--- src/rtl/mmio_uart_tx.sv ---
`default_nettype none
// ============================================================================
// Module      : mmio_uart_tx
// Description : Memory-mapped console transmitter. Snoops the MEM-stage store
//               bus. Bytes stored to TX_ADDR are queued in a small FIFO and
//               sent as 8N1, LSB first. A status word at STATUS_ADDR reports
//               busy/empty/full/count/dropCnt.
// Revision    : 1.0 - initial release
// ============================================================================
module mmio_uart_tx #(
  parameter logic [7:0] TX_ADDR      = 8'hFF,
  parameter logic [7:0] STATUS_ADDR  = 8'hFE,
  parameter int         DEPTH        = 8,
  parameter int         CLKS_PER_BIT = 434
) (
  input  logic        clock,
  input  logic        clear,
  input  logic        wren,
  input  logic [7:0]  addr,
  input  logic [31:0] din,
  output logic [31:0] rdData,
  output logic        tx,
  output logic        busy
);

  // Pointer and bit-timer widths; guarded so degenerate sizes stay >= 1 bit.
  localparam int c_PW = (DEPTH > 1) ? $clog2(DEPTH) : 1;
  localparam int c_TW = (CLKS_PER_BIT > 1) ? $clog2(CLKS_PER_BIT) : 1;

  // Count is always 4 bits so it drops straight into status[7:4].
  localparam logic [3:0]      c_DEPTH     = 4'(DEPTH);
  localparam logic [3:0]      c_CNT_ONE   = 4'd1;
  localparam logic [c_PW-1:0] c_PTR_ONE   = c_PW'(1);
  localparam logic [c_TW-1:0] c_TIMER_ONE = c_TW'(1);
  localparam logic [c_TW-1:0] c_BIT_LAST  = c_TW'(CLKS_PER_BIT - 1);
  localparam logic [7:0]      c_DROP_MAX  = 8'hFF;

  typedef enum logic [1:0] {
    S_IDLE  = 2'd0,
    S_START = 2'd1,
    S_DATA  = 2'd2,
    S_STOP  = 2'd3
  } state_t;

  // ---------------------------------------------------------------------------
  // Registers
  // ---------------------------------------------------------------------------
  state_t            r_state;
  logic              r_tx;
  logic [7:0]        r_shift;
  logic [c_TW-1:0]   r_timer;
  logic [2:0]        r_bit_idx;

  logic [7:0]        r_mem [DEPTH];
  logic [c_PW-1:0]   r_wr_ptr;
  logic [c_PW-1:0]   r_rd_ptr;
  logic [3:0]        r_count;
  logic [7:0]        r_drop_cnt;

  // ---------------------------------------------------------------------------
  // Wires
  // ---------------------------------------------------------------------------
  state_t            w_state_nxt;
  logic              w_tx_bit;
  logic [7:0]        w_shift_nxt;
  logic [c_TW-1:0]   w_timer_nxt;
  logic [2:0]        w_bit_idx_nxt;
  logic              w_bit_done;

  logic              w_empty;
  logic              w_full;
  logic              w_push_req;
  logic              w_push;
  logic              w_pop;
  logic              w_drop;
  logic [31:0]       w_status;

  // Only the low byte of the store data is meaningful to this peripheral.
  logic              w_unused_din;
  assign w_unused_din = ^din[31:8];

  // ---------------------------------------------------------------------------
  // FIFO flags and push/drop decision
  // ---------------------------------------------------------------------------
  assign w_empty    = (r_count == 4'd0);
  assign w_full     = (r_count == c_DEPTH);
  assign w_push_req = wren && (addr == TX_ADDR);
  // A full FIFO can still accept a byte when the transmitter pops the same cycle.
  assign w_push     = w_push_req && (!w_full || w_pop);
  assign w_drop     = w_push_req && !w_push;

  assign w_bit_done = (r_timer == c_BIT_LAST);

  // FSM state register and transmit datapath registers
  always_ff @(posedge clock) begin
    if (clear) begin
      r_state   <= S_IDLE;
      r_tx      <= 1'b1;
      r_shift   <= 8'h00;
      r_timer   <= '0;
      r_bit_idx <= 3'd0;
    end else begin
      r_state   <= w_state_nxt;
      r_tx      <= w_tx_bit;
      r_shift   <= w_shift_nxt;
      r_timer   <= w_timer_nxt;
      r_bit_idx <= w_bit_idx_nxt;
    end
  end

  // Next-state, line level for the current state, and FIFO pop request
  always_comb begin
    w_state_nxt   = r_state;
    w_tx_bit      = 1'b1;
    w_shift_nxt   = r_shift;
    w_timer_nxt   = r_timer + c_TIMER_ONE;
    w_bit_idx_nxt = r_bit_idx;
    w_pop         = 1'b0;

    case (r_state)
      S_IDLE: begin
        w_tx_bit    = 1'b1;
        w_timer_nxt = '0;
        if (!w_empty) begin
          w_pop       = 1'b1;
          w_shift_nxt = r_mem[r_rd_ptr];
          w_state_nxt = S_START;
        end
      end

      S_START: begin
        w_tx_bit = 1'b0;
        if (w_bit_done) begin
          w_timer_nxt   = '0;
          w_bit_idx_nxt = 3'd0;
          w_state_nxt   = S_DATA;
        end
      end

      S_DATA: begin
        w_tx_bit = r_shift[0];
        if (w_bit_done) begin
          w_timer_nxt = '0;
          w_shift_nxt = {1'b0, r_shift[7:1]};
          if (r_bit_idx == 3'd7) begin
            w_state_nxt = S_STOP;
          end else begin
            w_bit_idx_nxt = r_bit_idx + 3'd1;
          end
        end
      end

      S_STOP: begin
        w_tx_bit = 1'b1;
        if (w_bit_done) begin
          w_timer_nxt = '0;
          w_state_nxt = S_IDLE;
        end
      end

      default: begin
        w_state_nxt = S_IDLE;
        w_timer_nxt = '0;
      end
    endcase
  end

  // FIFO storage; contents need no reset because count gates every read
  always_ff @(posedge clock) begin
    if (w_push) begin
      r_mem[r_wr_ptr] <= din[7:0];
    end
  end

  // FIFO pointers, occupancy and saturating drop counter
  always_ff @(posedge clock) begin
    if (clear) begin
      r_wr_ptr   <= '0;
      r_rd_ptr   <= '0;
      r_count    <= 4'd0;
      r_drop_cnt <= 8'h00;
    end else begin
      if (w_push) begin
        r_wr_ptr <= r_wr_ptr + c_PTR_ONE;
      end
      if (w_pop) begin
        r_rd_ptr <= r_rd_ptr + c_PTR_ONE;
      end
      case ({w_push, w_pop})
        2'b10:   r_count <= r_count + c_CNT_ONE;
        2'b01:   r_count <= r_count - c_CNT_ONE;
        default: r_count <= r_count;
      endcase
      if (w_drop && (r_drop_cnt != c_DROP_MAX)) begin
        r_drop_cnt <= r_drop_cnt + 8'd1;
      end
    end
  end

  // ---------------------------------------------------------------------------
  // Outputs: status reflects pre-edge register state
  // ---------------------------------------------------------------------------
  assign busy     = (r_state != S_IDLE);
  assign tx       = r_tx;
  assign w_status = {16'h0000, r_drop_cnt, r_count, 1'b0, w_full, w_empty, busy};
  assign rdData   = (addr == STATUS_ADDR) ? w_status : 32'h0000_0000;

endmodule
`default_nettype wire

--- config.mk ---
export PLATFORM = sky130hd
export DESIGN_NAME = mmio_uart_tx
export DESIGN_NICKNAME = d
export VERILOG_FILES = /design/src/rtl/mmio_uart_tx.sv
export SDC_FILE = /design/constraint.sdc
export NUM_CORES = 1
export LEC_CHECK = 0
export CAP_MARGIN = 20
export CORE_MARGIN = 4
export CORE_UTILIZATION = 38
export CTS_CLUSTER_SIZE = 8
export DETAILED_ROUTE_END_ITERATION = 7
export DONT_BUFFER_PORTS = 1
export GPL_TIMING_DRIVEN = 0
export PLACE_DENSITY = 0.6
export SLEW_MARGIN = 20
export SYNTH_ARGS = -nofsm -noshare
export SYNTH_HDL_FRONTEND = slang
export SYNTH_SLANG_ARGS = --single-unit
--- constraint.sdc ---
create_clock -name clock -period 2.7 [get_ports clock]
set_input_delay 0 -clock clock [delete_from_list [all_inputs] [get_ports clock]]
set_output_delay 0 -clock clock [all_outputs]
set_load 0.05 [all_outputs]
==> flow_summary.json, run 1 <==
{
  "worst_slack_ns": 0.207,
  "timing.rr.start": "r_state[0]$_SDFFE_PP0P_",
  "synthArstFlopShare_pct": 0,
  "hp-class": "input pin to flop",
  "cp.arrival_ns": 2.70,
  "worstHoldStart": "addr[0]",
  "nets": 497,
  "vias": 3135,
  "gr-total-overflow": 0,
  "drc": 0,
  "use_met2_pct": 21.9,
  "core-area_um2": 12700,
  "setup_tns_ns": 0,
  "port-buffer-count": 0,
  "die_w_um": 122,
  "fillers": 1155,
  "dp_cells": 592,
  "status": "complete, no violations",
  "first_iter_violations": 141,
  "insertion_delay_ns": 0.34,
  "cts_max_level": 3,
  "yosys_warnings": 0,
  "skew_ns": 0.00489,
  "synthCells": 398,
  "finalWirelength_mm": 9.49,
  "post-dp-hpwl_mm": 6.79,
  "grt_util_all_layers_pct": 13.3,
  "syn_area_um2": 4940,
  "synth_edf_count": 64,
  "synthToLayoutAreaGrowth_pct": 15.1,
  "post-synth-top-area-cell": "edfxtp_1",
  "worstPathMaxFanout": 10,
  "cts_tree": "done",
  "finalCritPeriodShare_pct": 92.3,
  "wl_per_cell_um": 15.4,
  "max_freq_mhz": 401,
  "maxSlewHeadroom_pct": 40.4,
  "cpPeakStageDelay_ns": 0.39,
  "use_met3_pct": 2.97,
  "grt_pass1_wl_mm": 15.7,
  "synth_cell_types": 55,
  "critPathLaunchType": "flop",
  "path_class": "flop to flop",
  "place_ws_ns": 0.190,
  "max_cap_viol_count": 0,
  "finalHoldViolCount": 0,
  "io_pins": 77,
  "crit_start": "r_state[0]$_SDFFE_PP0P_",
  "crit_chain": "inv_1 > ha_1 > buf_2 > o41a_1 > nand2_1 > inv_2 > ha_1 > a21o_1 > a21o_1 > o311ai_1 > nand4_1",
  "synth.top_cell.area_share_pct": 38.9,
  "ys_ff_latch": 108,
  "gr-usage-met1_pct": 18.2,
  "period_needed_ns": 2.49,
  "antennaDiodeCount": 0,
  "rsz0062_at_grt": "false",
  "drv_slew": 0,
  "grt_max_degree": 19,
  "crit_path_end_kind": "flop",
  "place.gp.congestion": 0.816,
  "drt_pass1_iterations": 4,
  "drive_gt1_share_pct": 18.2,
  "ys_seq_area_share_pct": 56.7,
  "dieArea_um2": 14900,
  "antenna_found_initial": 0,
  "leakage_nw": 1.94,
  "cts_buffers": 9,
  "cp_slowest_cell": "o41a_1",
  "cts.clk_slew.worst_paths_ns": 0.07,
  "synth.top_cells.by_area": "edfxtp_1, dfxtp_1, mux4_2, ha_1, buf_4",
  "grt.busiest_layer": "met2",
  "cts_root_buffer": "clkbuf_16",
  "vdd_ir_drop_max_v": 0.000477,
  "critPathRequiredTime_ns": 2.91,
  "cts_num_sinks": 108,
  "layout.cells.non_filler": 616,
  "cts_buffer_depth": 2,
  "setup_viol": 0,
  "die_h_um": 122,
  "rows": 41,
  "powerDensity_nw_per_um2": 755,
  "synth.avg_cell_area_um2": 12.4,
  "cts_setup_buffers": 0,
  "tightest_slew_ns": 0.891,
  "synth_most_common_cell": "edfxtp_1",
  "initial_core_util_pct": 39.0,
  "synth_common_cells": "edfxtp_1, dfxtp_1, nor2_1, nand3_1",
  "drtAntennaViolNets": 0,
  "ys.flop_type": "edfxtp_1",
  "grt_pass1_vias": 3035,
  "via_per_inst": 5.09
}
[final timing paths]
check | to | slack [ns] | depth (start not counted)
worst max-delay path | r_count[3]$_SDFFE_PP0P_ | 0.21 | 11
worst min-delay path | r_wr_ptr[1]$_SDFFE_PP0P_ | 0.03 | 4
worst max register to register | r_count[3]$_SDFFE_PP0P_ | 0.21 | 11
worst min register to register | r_timer[0]$_SDFF_PP0_ | 0.46 | 1
[worst max-delay path, delay by kind of cell, from the launching register on]
kind,cells,cell delay (ns)
DFF,1,0.33
buffers and inverters,3,0.49
AOI/OAI and AO/OA,4,0.85
and+or+nand+nor,2,0.27
adders and majority gates,2,0.41
[registers in the layout, summed over array words and instances, names as in the netlist, named ones only]
signal	cells
tx	1
r_mem	64
r_timer	9
r_rd_ptr	3
r_bit_idx	3
r_wr_ptr	3
r_drop_cnt	8
r_shift	8
r_count	4
r_state	2
[through the flow]
stage	power (mW)	hold slack, ns	cell area [um^2]	utilization, %
3_5_place_dp	2.99	0.0992	5310	41.9
4_1_cts	4.34	0.0210	5690	44.9
2_1_floorplan	2.78	0.0989	5000	-
5_1_grt	4.51	0.101	5690	44.9
3_3_place_gp	2.96	0.0992	5220	41.2
6_report	4.29	0.0265	5690	44.9
[area by class of cell]
| cell class | count | area, um^2 | area share, % |
|---|---|---|---|
| buffer | 33 | 200 | 3.52 |
| clock buffer | 11 | 233 | 4.09 |
| inverter | 13 | 48.8 | 0.858 |
| clock inverter | 5 | 68.8 | 1.21 |
| timing repair buffer | 14 | 123 | 2.16 |
| sequential | 108 | 2800 | 49.3 |
| tap | 172 | 215 | 3.78 |
| multi-input combinational | 260 | 2000 | 35.1 |
[per-layer routing]
layer / vias up / part of all wire, %
met2: 78 / 47
met4: 0 / 0.69
met5: - / 0
met3: 7 / 5.4
met1: 1505 / 47
li1: 1545 / -
[repair_timing]
| item | 4_1_cts | 5_1_grt |
|---|---|---|
| resized for setup | 0 | 0 |
| hold buffers | 8 | 0 |
| hold endpoints to repair | 64 | 0 |
[cells in the final DEF (no fill, tap or decap), drive strengths merged, types with 2 or more instances in the layout]
cell type,n
edfxtp,64
dfxtp,44
nor2,30
buf,29
clkbuf,21
nand3,20
nand2,17
conb,17
mux4,16
inv,15
o21ai,14
ha,14
a21oi,13
and2,11
nor3,11
mux2,10
a31oi,8
dlygate4sd3,8
nor2b,7
nor4,7
o41ai,6
a22oi,6
nand4,6
xnor2,5
xor2,5
or3,5
nand2b,4
and3,4
mux2i,2
nor4b,2
a211oi,2
o311ai,2
or4,2
a21o,2
[power by group]
group	leakage, nW	internal, mW	total (mW)	switching, mW
logic	0.860	0.405	1.00	0.597
clock network	0.144	0.735	1.32	0.588
registers	0.932	1.86	1.97	0.111
[kinds of logic (layout without fill, tap and decap cells)]
group                    count (synthesis)  in the layout  synth area share [%]
AO/OA/AOI/OAI                           58             58                  7.62
XOR/XNOR                                10             10                  1.77
adder cells (fa/ha/maj)                 15             15                  3.95
buffers and inverters                   46             76                  5.04
flip-flops                             108            108                  56.7
multiplexers                            28             28                  9.97
other                                    1             17                0.0759
AND/OR/NAND/NOR                        132            132                  14.9
Power figures use the tool's default switching activity.
==> run 2, diff against run 1 <==
--- a/config.mk
+++ b/config.mk
@@ -7,12 +7,12 @@
 export LEC_CHECK = 0
 export CAP_MARGIN = 20
 export CORE_MARGIN = 4
-export CORE_UTILIZATION = 38
+export CORE_UTILIZATION = 60
 export CTS_CLUSTER_SIZE = 8
 export DETAILED_ROUTE_END_ITERATION = 7
 export DONT_BUFFER_PORTS = 1
 export GPL_TIMING_DRIVEN = 0
-export PLACE_DENSITY = 0.6
+export PLACE_DENSITY = 0.84
 export SLEW_MARGIN = 20
 export SYNTH_ARGS = -nofsm -noshare
 export SYNTH_HDL_FRONTEND = slang
==> flow_summary.json, run 2 (synthesis gave the netlist of run 1 again) <==
{
  "drtAntennaViolNets": 0,
  "final_util_pct": 70.2,
  "cts_buffers": 9,
  "cts.clk_slew.worst_paths_ns": 0.10,
  "largestRegisters": "r_mem: 64 flops, r_timer: 9 flops",
  "first_iter_violations": 246,
  "cts_root_buffer": "clkbuf_8",
  "worst_slack_ns": 0.238,
  "grt_pass1_vias": 3226,
  "insertion_delay_ns": 0.37,
  "io_pins": 77,
  "wl_per_cell_um": 17.7,
  "place.gp.congestion": 0.863,
  "dieArea_um2": 9750,
  "leakage_nw": 1.90,
  "via_per_inst": 5.87,
  "dpl_cell_area_um2": 5190,
  "dp_cells": 518,
  "tightest_slew_ns": 0.880,
  "largest_reg_flops": 64,
  "gr-total-overflow": 0,
  "power.total_mw": 3.95,
  "cp.arrival_ns": 2.47,
  "cts_buffer_depth": 2,
  "cts_max_level": 3,
  "finalWirelength_mm": 9.66,
  "post-dp-hpwl_mm": 6.64,
  "status": "complete, no violations",
  "finalCritPeriodShare_pct": 91.2,
  "drt_pass1_iterations": 4,
  "grt_pass1_wl_mm": 15.9,
  "drive_gt1_share_pct": 18.7,
  "vias": 3198,
  "skew_ns": 0.0133,
  "initial_core_util_pct": 62.7,
  "whs_ns": 0.0703,
  "final_common_cell": "edfxtp_1",
  "port-buffer-count": 0,
  "finish.instance_area_um2": 5540,
  "antenna_found_initial": 0,
  "rows": 32,
  "die_w_um": 98.8,
  "setup_viol": 0,
  "critPathRequiredTime_ns": 2.71,
  "max_cap_viol_count": 0,
  "place_ws_ns": 0.210,
  "worstPathMaxFanout": 8,
  "critPathLaunchType": "input pin",
  "setup_tns_ns": 0,
  "period_needed_ns": 2.46,
  "powerDensity_nw_per_um2": 714,
  "finalHoldViolCount": 0,
  "antennaDiodeCount": 0,
  "rsz0062_at_grt": "false",
  "drv_slew": 0,
  "vdd_ir_drop_max_v": 0.000528,
  "core-area_um2": 7890,
  "layout.cells.non_filler": 545,
  "grt_util_all_layers_pct": 20.4,
  "cts_num_sinks": 108,
  "cts_tree": "done",
  "crit_path_end_kind": "flop",
  "synthToLayoutAreaGrowth_pct": 12.1,
  "grt_max_degree": 22,
  "nets": 496,
  "final_cell_mix": "edfxtp_1, dfxtp_1, nor2_1",
  "max_freq_mhz": 406,
  "hp-class": "input pin to output pin",
  "die_h_um": 98.8,
  "maxSlewHeadroom_pct": 41.1,
  "path_class": "input pin to flop",
  "largest_register": "r_mem",
  "drc": 0
}
## run 2: changes by cell type in the layout (fill, tap and decap cells not counted), moves of 2 or more
| cell | before | now |
|---|---|---|
| clkbuf_1 | 12 | 10 |
| nor2_1 | 30 | 27 |
| inv_6 | 0 | 3 |
| nor2_2 | 0 | 3 |
| nor3_2 | 6 | 2 |
| clkbuf_16 | 9 | 0 |
| clkbuf_8 | 0 | 9 |
| nor4_2 | 4 | 2 |
| buf_4 | 22 | 19 |
| nor4_4 | 1 | 3 |
| dlygate4sd3_1 | 8 | 10 |
| nor3_4 | 0 | 4 |
## run 2: timing repair
action	in CTS	in global routing
setup buffers	0	1
hold endpoints to repair	65	0
endpoints found under the setup margin	0	49
gates resized for setup	0	7
hold buffers	10	0
## run 2: final cells by class
type	instances	area (um^2)
Inverter	13	48.8
Clock inverter	7	68.8
Multi-Input combinational cell	260	2050
Sequential cell	108	2800
Timing Repair Buffer	13	120
Clock buffer	9	124
Tap cell	102	128
Buffer	33	200
Fill cell	554	2350
## run 2: final timing paths
kind	startpoint	to	slack [ns]	cells after the start
hold / removal	addr[0]	rdData[0]	0.07	1
hold reg to reg	r_timer[0]$_SDFF_PP0_	r_timer[0]$_SDFF_PP0_	0.48	1
setup / recovery	addr[0]	r_mem[4][3]$_DFFE_PP_	0.24	6
setup reg to reg	r_state[0]$_SDFFE_PP0P_	r_count[3]$_SDFFE_PP0P_	0.39	11
## run 2: report_power, final
part           switching, mW  total [mW]  internal, mW
combinational          0.609        1.03         0.419
sequential             0.107        1.96          1.86
clock                  0.595       0.962         0.367
## run 2: routing by layer
layer  vias to the layer above  track usage [%]  wire length [um]
met4                         0             6.93               130
met5                         -                0                 0
met3                        13             3.75               513
met1                      1541             26.8              4110
met2                        98             34.2              4900
li1                       1546                -                 -
## run 2: critical path, stage by stage
cell and delay [ns]:
dlygate4sd3_1 0.53, nand2_1 0.07, dlygate4sd3_1 0.60, nor3_4 0.32
nand3_1 0.30, nor3_2 0.65
==> run 3, diff against run 2 <==
--- a/config.mk
+++ b/config.mk
@@ -7,13 +7,13 @@
 export LEC_CHECK = 0
 export CAP_MARGIN = 20
 export CORE_MARGIN = 4
-export CORE_UTILIZATION = 60
+export CORE_UTILIZATION = 34
 export CTS_CLUSTER_SIZE = 8
 export DETAILED_ROUTE_END_ITERATION = 7
 export DONT_BUFFER_PORTS = 1
 export GPL_TIMING_DRIVEN = 0
-export PLACE_DENSITY = 0.84
-export SLEW_MARGIN = 20
+export PLACE_DENSITY = 0.56
+export SLEW_MARGIN = 10
 export SYNTH_ARGS = -nofsm -noshare
 export SYNTH_HDL_FRONTEND = slang
 export SYNTH_SLANG_ARGS = --single-unit
==> flow_summary.json, run 3 (synthesis gave the netlist of run 1 again) <==
{
  "die_w_um": 129,
  "vdd_ir_drop_max_v": 0.000500,
  "grt_max_degree": 24,
  "antenna_found_initial": 0,
  "drc": 0,
  "hp-class": "input pin to flop",
  "rows": 43,
  "cts_root_buffer": "clkbuf_16",
  "largest_reg_flops": 64,
  "via_per_inst": 5.08,
  "power_frac_clock_pct": 30.8,
  "maxSlewHeadroom_pct": 37.4,
  "gr-total-overflow": 0,
  "worstHoldStart": "addr[0]",
  "drive_gt1_share_pct": 18.5,
  "die_h_um": 129,
  "power_switching_mw": 1.39,
  "post-dp-hpwl_mm": 6.85,
  "drt_pass1_iterations": 4,
  "synthToLayoutAreaGrowth_pct": 15.5,
  "drtAntennaViolNets": 0,
  "final_cell_mix": "edfxtp_1, dfxtp_1, nor2_1",
  "drv_slew": 0,
  "largestRegisters": "r_mem: 64 flops, r_timer: 9 flops",
  "path_class": "flop to flop",
  "finalWirelength_mm": 9.81,
  "power.total_mw": 4.34,
  "nets": 496,
  "timing.rr.start": "r_state[0]$_SDFFE_PP0P_",
  "cpPeakStageDelay_ns": 0.72,
  "grt_pass1_vias": 3101,
  "skew_ns": 0.0103,
  "port-buffer-count": 0,
  "finalCritPeriodShare_pct": 87.3,
  "first_iter_violations": 169,
  "core-area_um2": 14000,
  "wl_per_cell_um": 15.7,
  "cp.arrival_ns": 2.63,
  "crit_path_end_kind": "flop",
  "final_util_pct": 40.6,
  "cp_slowest_cell": "nor3_1",
  "vias": 3163,
  "p_comb_share_pct": 23.8,
  "cts_buffers": 9,
  "dpl_cell_area_um2": 5300,
  "antennaDiodeCount": 0,
  "period_needed_ns": 2.36,
  "grt_util_all_layers_pct": 12.4,
  "setup_viol": 0,
  "cts.clk_slew.worst_paths_ns": 0.08,
  "rsz0062_at_grt": "false",
  "critPathLaunchType": "flop",
  "internal_power_mw": 2.94,
  "tightest_slew_ns": 0.936,
  "cts_tree": "done",
  "cts_buffer_depth": 2,
  "worstPathMaxFanout": 10,
  "dieArea_um2": 16500,
  "crit_chain": "inv_1 > ha_1 > buf_2 > o41ai_1 > nor3_1 > a22oi_1 > a31oi_1",
  "max_freq_mhz": 424,
  "leakage_nw": 1.94,
  "whs_ns": 0.0335,
  "grt_pass1_wl_mm": 16.2,
  "status": "complete, no violations",
  "cts_num_sinks": 108,
  "finish.instance_area_um2": 5710,
  "final_common_cell": "edfxtp_1",
  "critPathRequiredTime_ns": 2.98,
  "crit_start": "r_state[0]$_SDFFE_PP0P_",
  "insertion_delay_ns": 0.35,
  "finalHoldViolCount": 0,
  "power_frac_seq_pct": 45.4,
  "powerDensity_nw_per_um2": 760,
  "io_pins": 77,
  "max_cap_viol_count": 0,
  "swShare_pct": 32.1,
  "largest_register": "r_mem",
  "place.gp.congestion": 0.763,
  "cts_max_level": 3,
  "initial_core_util_pct": 35.2
}
-- run 3: layout make-up --
class	count	area [um^2]
repair buffers	13	115
clock buffers	9	225
flip-flops and latches	108	2800
clock inverters	7	93.8
fillers	1339	8340
plain buffers	33	200
multi-input cells	260	2000
well taps	180	225
inverters	13	48.8
-- run 3: path summary, 6_finish.rpt --
path / endpoint / slack [ns] / cells past startpoint
worst min register to register: r_timer[0]$_SDFF_PP0_ / 0.46 / 1
worst max register to register: r_shift[1]$_SDFFE_PP0P_ / 0.34 / 7
worst max-delay path: r_shift[1]$_SDFFE_PP0P_ / 0.34 / 7
worst min-delay path: r_wr_ptr[1]$_SDFFE_PP0P_ / 0.03 / 4
-- run 3: power groups by stage --
stage	sequential, mW	combinational [mW]	clock [mW]
after floorplan	1.98	0.800	0
after global placement	2.00	0.978	0
after detailed placement	2.00	0.991	0
after CTS	1.97	1.02	1.38
after global routing	1.99	1.15	1.46
final	1.97	1.03	1.34
-- run 3: metal layers --
metal  part of all wire (%)  track usage, %  vias up
li1                       -               -     1541
met4                   0.84            2.59        0
met3                    5.4            3.57        8
met1                     46            16.6     1546
met5                      0               0        -
met2                     48            20.4       68
-- run 3: what timing repair did --
action	CTS	global route
hold buffers	8	0
hold endpoints to repair	64	0
gates resized for setup	0	0
setup endpoints to repair	0	1
setup buffers	0	1
-- run 3: per-stage QoR --
| stage | TNS [ns] | cells | setup WS [ns] |
|---|---|---|---|
| final | 0 | 623 | 0.343 |
| after global routing | 0 | 623 | 0.175 |
| after CTS | 0 | 622 | 0.174 |
| after detailed placement | 0 | 598 | 0.188 |
| after global placement | -3.02 | 594 | -0.271 |
| after floorplan | 0 | 414 | 0.379 |
-- run 3: worst max-delay path: cells and delay by family, from the launching register on --
family | cells | cell delay (ns)
flops | 1 | 0.33
fa+ha+maj | 1 | 0.18
buf+inv | 2 | 0.37
compound gates | 3 | 0.67
simple gates | 1 | 0.72
